## src/rtl/datapath_sequencer_if.sv

```systemverilog
// Interface bundling the instruction handshake and the datapath control pins
// between the instruction source/datapath and the datapath_sequencer.
// master: instruction source + datapath side; slave: the sequencer.
interface datapath_sequencer_if #(
  parameter int IW = 16
);
  logic          s;
  logic [IW-1:0] instr;
  logic          w;
  logic          loada;
  logic          loadb;
  logic          loadc;
  logic          loads;
  logic          asel;
  logic          bsel;
  logic          vsel;
  logic          write;
  logic [1:0]    ALUop;
  logic [1:0]    shift;
  logic [2:0]    readnum;
  logic [2:0]    writenum;
  logic [IW-1:0] datapath_in;
  logic          illegal;

  modport master (
    output s, instr,
    input  w, loada, loadb, loadc, loads, asel, bsel, vsel, write,
    input  ALUop, shift, readnum, writenum, datapath_in, illegal
  );

  modport slave (
    input  s, instr,
    output w, loada, loadb, loadc, loads, asel, bsel, vsel, write,
    output ALUop, shift, readnum, writenum, datapath_in, illegal
  );
endinterface

```

## src/rtl/datapath_sequencer.sv

```systemverilog
// Moore FSM sequencing the lab datapath (regfile, A/B/C, shifter, ALU, status).
// One 16-bit instruction is captured per start handshake in WAIT and played
// out as a fixed sequence of control states; w=1 only while idle in WAIT.
// All outputs are decoded from state and the captured instruction and are
// forced low while reset is high, so a reset edge never commits a write.
// Build option: define SEQ_ILLEGAL_TRAP_EN to send undecodable instructions
// to a sticky TRAP state (illegal=1); otherwise they retire as a NOP.
module datapath_sequencer #(
  parameter int IW = 16
) (
  input  logic                 clk,
  input  logic                 reset,
  datapath_sequencer_if.slave  bus
);

  localparam logic [2:0] ST_WAIT      = 3'd0;
  localparam logic [2:0] ST_DECODE    = 3'd1;
  localparam logic [2:0] ST_WRITE_IMM = 3'd2;
  localparam logic [2:0] ST_GET_A     = 3'd3;
  localparam logic [2:0] ST_GET_B     = 3'd4;
  localparam logic [2:0] ST_CALC      = 3'd5;
  localparam logic [2:0] ST_WRITE_REG = 3'd6;
  localparam logic [2:0] ST_TRAP      = 3'd7;

  // {opc, op} encodings of the supported instructions
  localparam logic [4:0] OP_MOV_IMM = 5'b110_10;
  localparam logic [4:0] OP_MOV_REG = 5'b110_00;
  localparam logic [4:0] OP_MVN     = 5'b101_11;
  localparam logic [4:0] OP_ADD     = 5'b101_00;
  localparam logic [4:0] OP_CMP     = 5'b101_01;
  localparam logic [4:0] OP_AND     = 5'b101_10;

  logic [2:0]    state_r;
  logic [2:0]    next_state_s;
  logic [IW-1:0] ir_r;

  logic [4:0]    opcode_s;
  logic [1:0]    op_s;
  logic [2:0]    rn_s;
  logic [2:0]    rd_s;
  logic [1:0]    sh_s;
  logic [2:0]    rm_s;
  logic [7:0]    imm8_s;

  assign opcode_s = ir_r[15:11];
  assign op_s     = ir_r[12:11];
  assign rn_s     = ir_r[10:8];
  assign rd_s     = ir_r[7:5];
  assign sh_s     = ir_r[4:3];
  assign rm_s     = ir_r[2:0];
  assign imm8_s   = ir_r[7:0];

  // State register and instruction capture on an accepted start
  always_ff @(posedge clk) begin
    if (reset) begin
      state_r <= ST_WAIT;
      ir_r    <= {IW{1'b0}};
    end else begin
      state_r <= next_state_s;
      if ((state_r == ST_WAIT) && bus.s) begin
        ir_r <= bus.instr;
      end
    end
  end

  // Next-state decode
  always_comb begin
    next_state_s = state_r;
    case (state_r)
      ST_WAIT: begin
        if (bus.s) begin
          next_state_s = ST_DECODE;
        end else begin
          next_state_s = ST_WAIT;
        end
      end
      ST_DECODE: begin
        case (opcode_s)
          OP_MOV_IMM:                 next_state_s = ST_WRITE_IMM;
          OP_MOV_REG, OP_MVN:         next_state_s = ST_GET_B;
          OP_ADD, OP_CMP, OP_AND:     next_state_s = ST_GET_A;
`ifdef SEQ_ILLEGAL_TRAP_EN
          default:                    next_state_s = ST_TRAP;
`else
          default:                    next_state_s = ST_WAIT;
`endif
        endcase
      end
      ST_WRITE_IMM: next_state_s = ST_WAIT;
      ST_GET_A:     next_state_s = ST_GET_B;
      ST_GET_B:     next_state_s = ST_CALC;
      ST_CALC: begin
        if (opcode_s == OP_CMP) begin
          next_state_s = ST_WAIT;
        end else begin
          next_state_s = ST_WRITE_REG;
        end
      end
      ST_WRITE_REG: next_state_s = ST_WAIT;
`ifdef SEQ_ILLEGAL_TRAP_EN
      ST_TRAP:      next_state_s = ST_TRAP;
`endif
      default:      next_state_s = ST_WAIT;
    endcase
  end

  // Moore output decode, held at zero while reset is asserted
  always_comb begin
    bus.w           = 1'b0;
    bus.loada       = 1'b0;
    bus.loadb       = 1'b0;
    bus.loadc       = 1'b0;
    bus.loads       = 1'b0;
    bus.asel        = 1'b0;
    bus.bsel        = 1'b0;
    bus.vsel        = 1'b0;
    bus.write       = 1'b0;
    bus.ALUop       = 2'b00;
    bus.shift       = 2'b00;
    bus.readnum     = 3'd0;
    bus.writenum    = 3'd0;
    bus.datapath_in = {IW{1'b0}};
    bus.illegal     = 1'b0;
    if (reset) begin
      bus.w = 1'b0;
    end else begin
      case (state_r)
        ST_WAIT: bus.w = 1'b1;
        ST_WRITE_IMM: begin
          bus.vsel        = 1'b1;
          bus.write       = 1'b1;
          bus.writenum    = rn_s;
          bus.datapath_in = {{8{imm8_s[7]}}, imm8_s};
        end
        ST_GET_A: begin
          bus.readnum = rn_s;
          bus.loada   = 1'b1;
        end
        ST_GET_B: begin
          bus.readnum = rm_s;
          bus.loadb   = 1'b1;
        end
        ST_CALC: begin
          bus.shift = sh_s;
          case (opcode_s)
            OP_MOV_REG: begin
              // A input forced to zero so ADD passes the shifted B through
              bus.asel  = 1'b1;
              bus.ALUop = 2'b00;
              bus.loadc = 1'b1;
            end
            OP_MVN: begin
              bus.ALUop = 2'b11;
              bus.loadc = 1'b1;
            end
            OP_CMP: begin
              bus.ALUop = 2'b01;
              bus.loads = 1'b1;
            end
            default: begin
              bus.ALUop = op_s;
              bus.loadc = 1'b1;
            end
          endcase
        end
        ST_WRITE_REG: begin
          bus.write    = 1'b1;
          bus.writenum = rd_s;
        end
`ifdef SEQ_ILLEGAL_TRAP_EN
        ST_TRAP: bus.illegal = 1'b1;
`endif
        default: bus.w = 1'b0;
      endcase
    end
  end

endmodule

```

## src/flat_wrapper.sv

```systemverilog
// flat-port wrapper written by rule: the top's interface ports become plain ports
module datapath_sequencer_flat 
#(
  parameter int IW = 16
)
  (clk, reset, bus_s, bus_instr, bus_w, bus_loada, bus_loadb, bus_loadc, bus_loads, bus_asel, bus_bsel, bus_vsel, bus_write, bus_ALUop, bus_shift, bus_readnum, bus_writenum, bus_datapath_in, bus_illegal);
  datapath_sequencer_if #(.IW(IW)) bus_i ();
  input  logic clk;
  input  logic reset;
  input wire logic [$bits(bus_i.s)-1:0] bus_s;
  input wire logic [$bits(bus_i.instr)-1:0] bus_instr;
  output wire logic [$bits(bus_i.w)-1:0] bus_w;
  output wire logic [$bits(bus_i.loada)-1:0] bus_loada;
  output wire logic [$bits(bus_i.loadb)-1:0] bus_loadb;
  output wire logic [$bits(bus_i.loadc)-1:0] bus_loadc;
  output wire logic [$bits(bus_i.loads)-1:0] bus_loads;
  output wire logic [$bits(bus_i.asel)-1:0] bus_asel;
  output wire logic [$bits(bus_i.bsel)-1:0] bus_bsel;
  output wire logic [$bits(bus_i.vsel)-1:0] bus_vsel;
  output wire logic [$bits(bus_i.write)-1:0] bus_write;
  output wire logic [$bits(bus_i.ALUop)-1:0] bus_ALUop;
  output wire logic [$bits(bus_i.shift)-1:0] bus_shift;
  output wire logic [$bits(bus_i.readnum)-1:0] bus_readnum;
  output wire logic [$bits(bus_i.writenum)-1:0] bus_writenum;
  output wire logic [$bits(bus_i.datapath_in)-1:0] bus_datapath_in;
  output wire logic [$bits(bus_i.illegal)-1:0] bus_illegal;
  assign bus_i.s = bus_s;
  assign bus_i.instr = bus_instr;
  assign bus_w = bus_i.w;
  assign bus_loada = bus_i.loada;
  assign bus_loadb = bus_i.loadb;
  assign bus_loadc = bus_i.loadc;
  assign bus_loads = bus_i.loads;
  assign bus_asel = bus_i.asel;
  assign bus_bsel = bus_i.bsel;
  assign bus_vsel = bus_i.vsel;
  assign bus_write = bus_i.write;
  assign bus_ALUop = bus_i.ALUop;
  assign bus_shift = bus_i.shift;
  assign bus_readnum = bus_i.readnum;
  assign bus_writenum = bus_i.writenum;
  assign bus_datapath_in = bus_i.datapath_in;
  assign bus_illegal = bus_i.illegal;
  datapath_sequencer #(.IW(IW)) u_core (.clk(clk), .reset(reset), .bus(bus_i));
endmodule
```

## config.mk

```make
export PLATFORM = sky130hd
export DESIGN_NAME = datapath_sequencer_flat
export DESIGN_NICKNAME = d
export VERILOG_FILES = /design/src/rtl/datapath_sequencer_if.sv /design/src/rtl/datapath_sequencer.sv /design/src/flat_wrapper.sv
export SDC_FILE = /design/constraint.sdc
export NUM_CORES = 1
export LEC_CHECK = 0
export BUFFER_PORTS_ARGS = -buffer_cell sky130_fd_sc_hd__buf_2
export CAP_MARGIN = 15
export CORE_MARGIN = 3
export CORE_UTILIZATION = 46
export CTS_CLUSTER_SIZE = 14
export DETAILED_ROUTE_END_ITERATION = 8
export HOLD_SLACK_MARGIN = 0.15
export PLACE_DENSITY = 0.79
export SKIP_CTS_REPAIR_TIMING = 1
export SYNTH_ARGS = -nofsm -noshare
export SYNTH_HDL_FRONTEND = slang
export SYNTH_SLANG_ARGS = --single-unit
```

## constraint.sdc

```tcl
create_clock -name clk -period 2.1 [get_ports clk]
set_input_delay 0.42 -clock clk [delete_from_list [all_inputs] [get_ports clk]]
set_output_delay 0.42 -clock clk [all_outputs]
set_load 0.01 [all_outputs]
```

==> flow_metrics.env <==
export IMPL_status="finished, final reports clean"
export IMPL_path_clk_slew_ns=0.11
export IMPL_drc=0
export IMPL_fin_crit_sh=0.9334
export IMPL_cp_required_ns=1.68
export IMPL_drive_above_1_share=0.3613
export IMPL_syn_avg_cell_area_um2=7.749
export IMPL_powerDensity_nw_per_um2=492.1
export IMPL_grt_setup_unrepaired="no"
export IMPL_area_growth_pct=19.48
export IMPL_maxCapViolCount=0
export IMPL_cts_num_sinks=19
export IMPL_crit_path_end_kind="primary output"
export IMPL_reg2regPathDepth=4
export IMPL_fp_dieH_um=56.27
export IMPL_slew_violations=0
export IMPL_final_cell_area_um2=1389
export IMPL_finalWirelength_mm=2.848
export IMPL_num_vias=1135
export IMPL_final_core_util=0.6046
export IMPL_skew_ns=0.001807
export IMPL_htreeDepth=1
export IMPL_swShare=0.2731
export IMPL_path_class="reg -> out"
export IMPL_arrival_ns=1.54
export IMPL_setup_viol=0
export IMPL_holdPathStages=3
export IMPL_dp_hpwl_mm=2.228
export IMPL_intPower_uw=496.8
export IMPL_ir_worst_vdd_mv=0.3600
export IMPL_start_kind="register"
export IMPL_portBuffers=52
export IMPL_dieArea_um2=3166
export IMPL_placed_cells=215
export IMPL_cts_tree="done"
export IMPL_drt_iter0_drc=25
export IMPL_io_pin_count=55
export IMPL_core_rowCount=17
export IMPL_final_common_cell="buf_2"
export IMPL_dr_pass1_iters=4
export IMPL_die_w_um=56.27
export IMPL_p_seq_frac=0.596
export IMPL_globalRouteTotalUtil=0.1832
export IMPL_holdCritPathClass="in -> reg"
export IMPL_core_um2=2297
export IMPL_yosysSeqAreaShare=0.3272
export IMPL_nNetsFinal=211
export IMPL_period_minus_slack_ns=1.960
export IMPL_power_leakage_nw=0.6860
export IMPL_wl_per_cell_um=13.00
export IMPL_syn_inst=150
export IMPL_final_hold_viol_count=0
export IMPL_clock_path_buffers=2
export IMPL_clockRootBuffer="clkbuf_4"
export IMPL_clock_latency_ns=0.28
export IMPL_fill_cells=224
export IMPL_p_clk_frac=0.266
export IMPL_initial_core_util=0.5060
export IMPL_layout_cells_non_filler=219
export IMPL_max_freq_mhz=510.2
export IMPL_grt_pass1_vias=1125
export IMPL_gp_congestion=0.7863
export IMPL_numCtsBuffers=3
export IMPL_ant_nets=0
export IMPL_p_switching_uw=186.6
export IMPL_ys_types=38
export IMPL_yosys_warnings=0
export IMPL_gr_total_overflow=0
export IMPL_ys_ff_latch=19
export IMPL_netlist_area_um2=1162
export IMPL_via_per_inst=5.183
export IMPL_cp_max_fo=10
export IMPL_grt_pass1_wl_mm=4.816
export IMPL_n_antenna_cell=0
export IMPL_placed_cell_area_um2=1350
export IMPL_mostFrequentLayoutCells="52 x buf_2, 32 x nand2_1, 17 x a21oi_1"
export IMPL_grt_max_degree=17
export IMPL_combPwrFrac=0.138
export IMPL_antenna_found_initial=0
-- routing by layer --
layer  global-route usage  share of wire
met5                    0              0
met4              0.04746          0.015
met3              0.03448          0.057
met2               0.3506           0.54
met1               0.2036           0.39
-- critical path, cell delays in order, from the launching register on --
cell and delay [ns]:
dfxtp_4 0.42, or2b_1 0.27, nor3_2 0.14, buf_4 0.17
and2_1 0.14, buf_2 0.13
-- power by group through the flow --
stage	logic (mW)	clock network (mW)	registers, mW
after floorplan	0.0800	0	0.403
final	0.0944	0.182	0.407
after global placement	0.0915	0	0.414
after CTS	0.0944	0.186	0.408
after global routing	0.107	0.203	0.412
after detailed placement	0.0942	0	0.416
-- stage by stage --
stage	power [mW]	setup WS [ns]	TNS, ns	hold WS [ns]
finish	0.6835	0.1398	0	0.3559
global route	0.7212	0.04664	0	0.3452
CTS	0.6881	-0.04884	-0.2166	0.3507
detailed placement	0.5102	0.2892	0	0.4621
global placement	0.5057	0.3789	0	0.4518
floorplan	0.4835	0.1425	0	0.4401
-- registers in the layout, indices dropped and copies added, names as in the netlist --
register        flops
u_core.ir_r        16
u_core.state_r      3
-- synthesized netlist by cell type --
cell,instances,area (µm²)
nor4_1,1,6.260
and4_1,1,8.760
o211a_1,1,10.01
mux2i_1,3,30.03
clkbuf_1,5,18.77
a22oi_1,3,22.52
nor3_2,1,10.01
nor4b_4,1,23.77
nand2_1,32,120.1
or2b_1,1,7.510
nor3b_1,1,7.510
a21oi_1,17,85.08
nor2_1,11,41.29
a211o_1,2,17.52
buf_2,2,10.01
or4b_1,1,10.01
a221oi_1,1,8.760
a311oi_1,1,8.760
o31ai_1,1,7.510
conb_1,1,3.750
buf_4,10,75.07
a211oi_1,1,7.510
nor2b_1,2,12.51
and3b_1,1,8.760
nand4_1,1,6.260
inv_1,2,7.510
buf_8,1,15.01
and4bb_2,1,12.51
nand4b_1,2,17.52
nand2_2,1,6.260
buf_6,2,22.52
or4b_4,1,13.76
and2_1,12,75.07
dfxtp_1,19,380.4
nand3b_1,1,7.510
nand2b_1,4,25.02
a31oi_1,1,6.260
nor3_1,1,5.000
-- path summary, 6_finish.rpt --
| path | slack, ns | from | end |
|---|---|---|---|
| hold reg to reg | 0.48 | u_core.ir_r[2] | u_core.ir_r[2] |
| hold / removal | 0.36 | bus_instr[2] | u_core.ir_r[2] |
| setup / recovery | 0.14 | u_core.state_r[1] | bus_datapath_in[3] |
| setup reg to reg | 0.59 | u_core.state_r[2] | u_core.ir_r[13] |
-- layout make-up --
type,instances,area [µm²],area share
Multi-Input combinational cell,110,643.1,0.4631
Sequential cell,19,386.6,0.2784
Timing Repair Buffer,56,290.3,0.2090
Tap cell,28,35.03,0.02523
Clock buffer,4,26.28,0.01892
Inverter,2,7.507,0.005405
-- logic make-up after synthesis --
kind of cell,Yosys count,share of synthesized area
multiplexers,3,0.02584
AO/OA/AOI/OAI,28,0.1496
flip-flops,19,0.3272
AND/OR/NAND/NOR,77,0.3660
other,1,0.003226
buffers and inverters,22,0.1281
No activity file was read; power rests on OpenSTA's default activity.
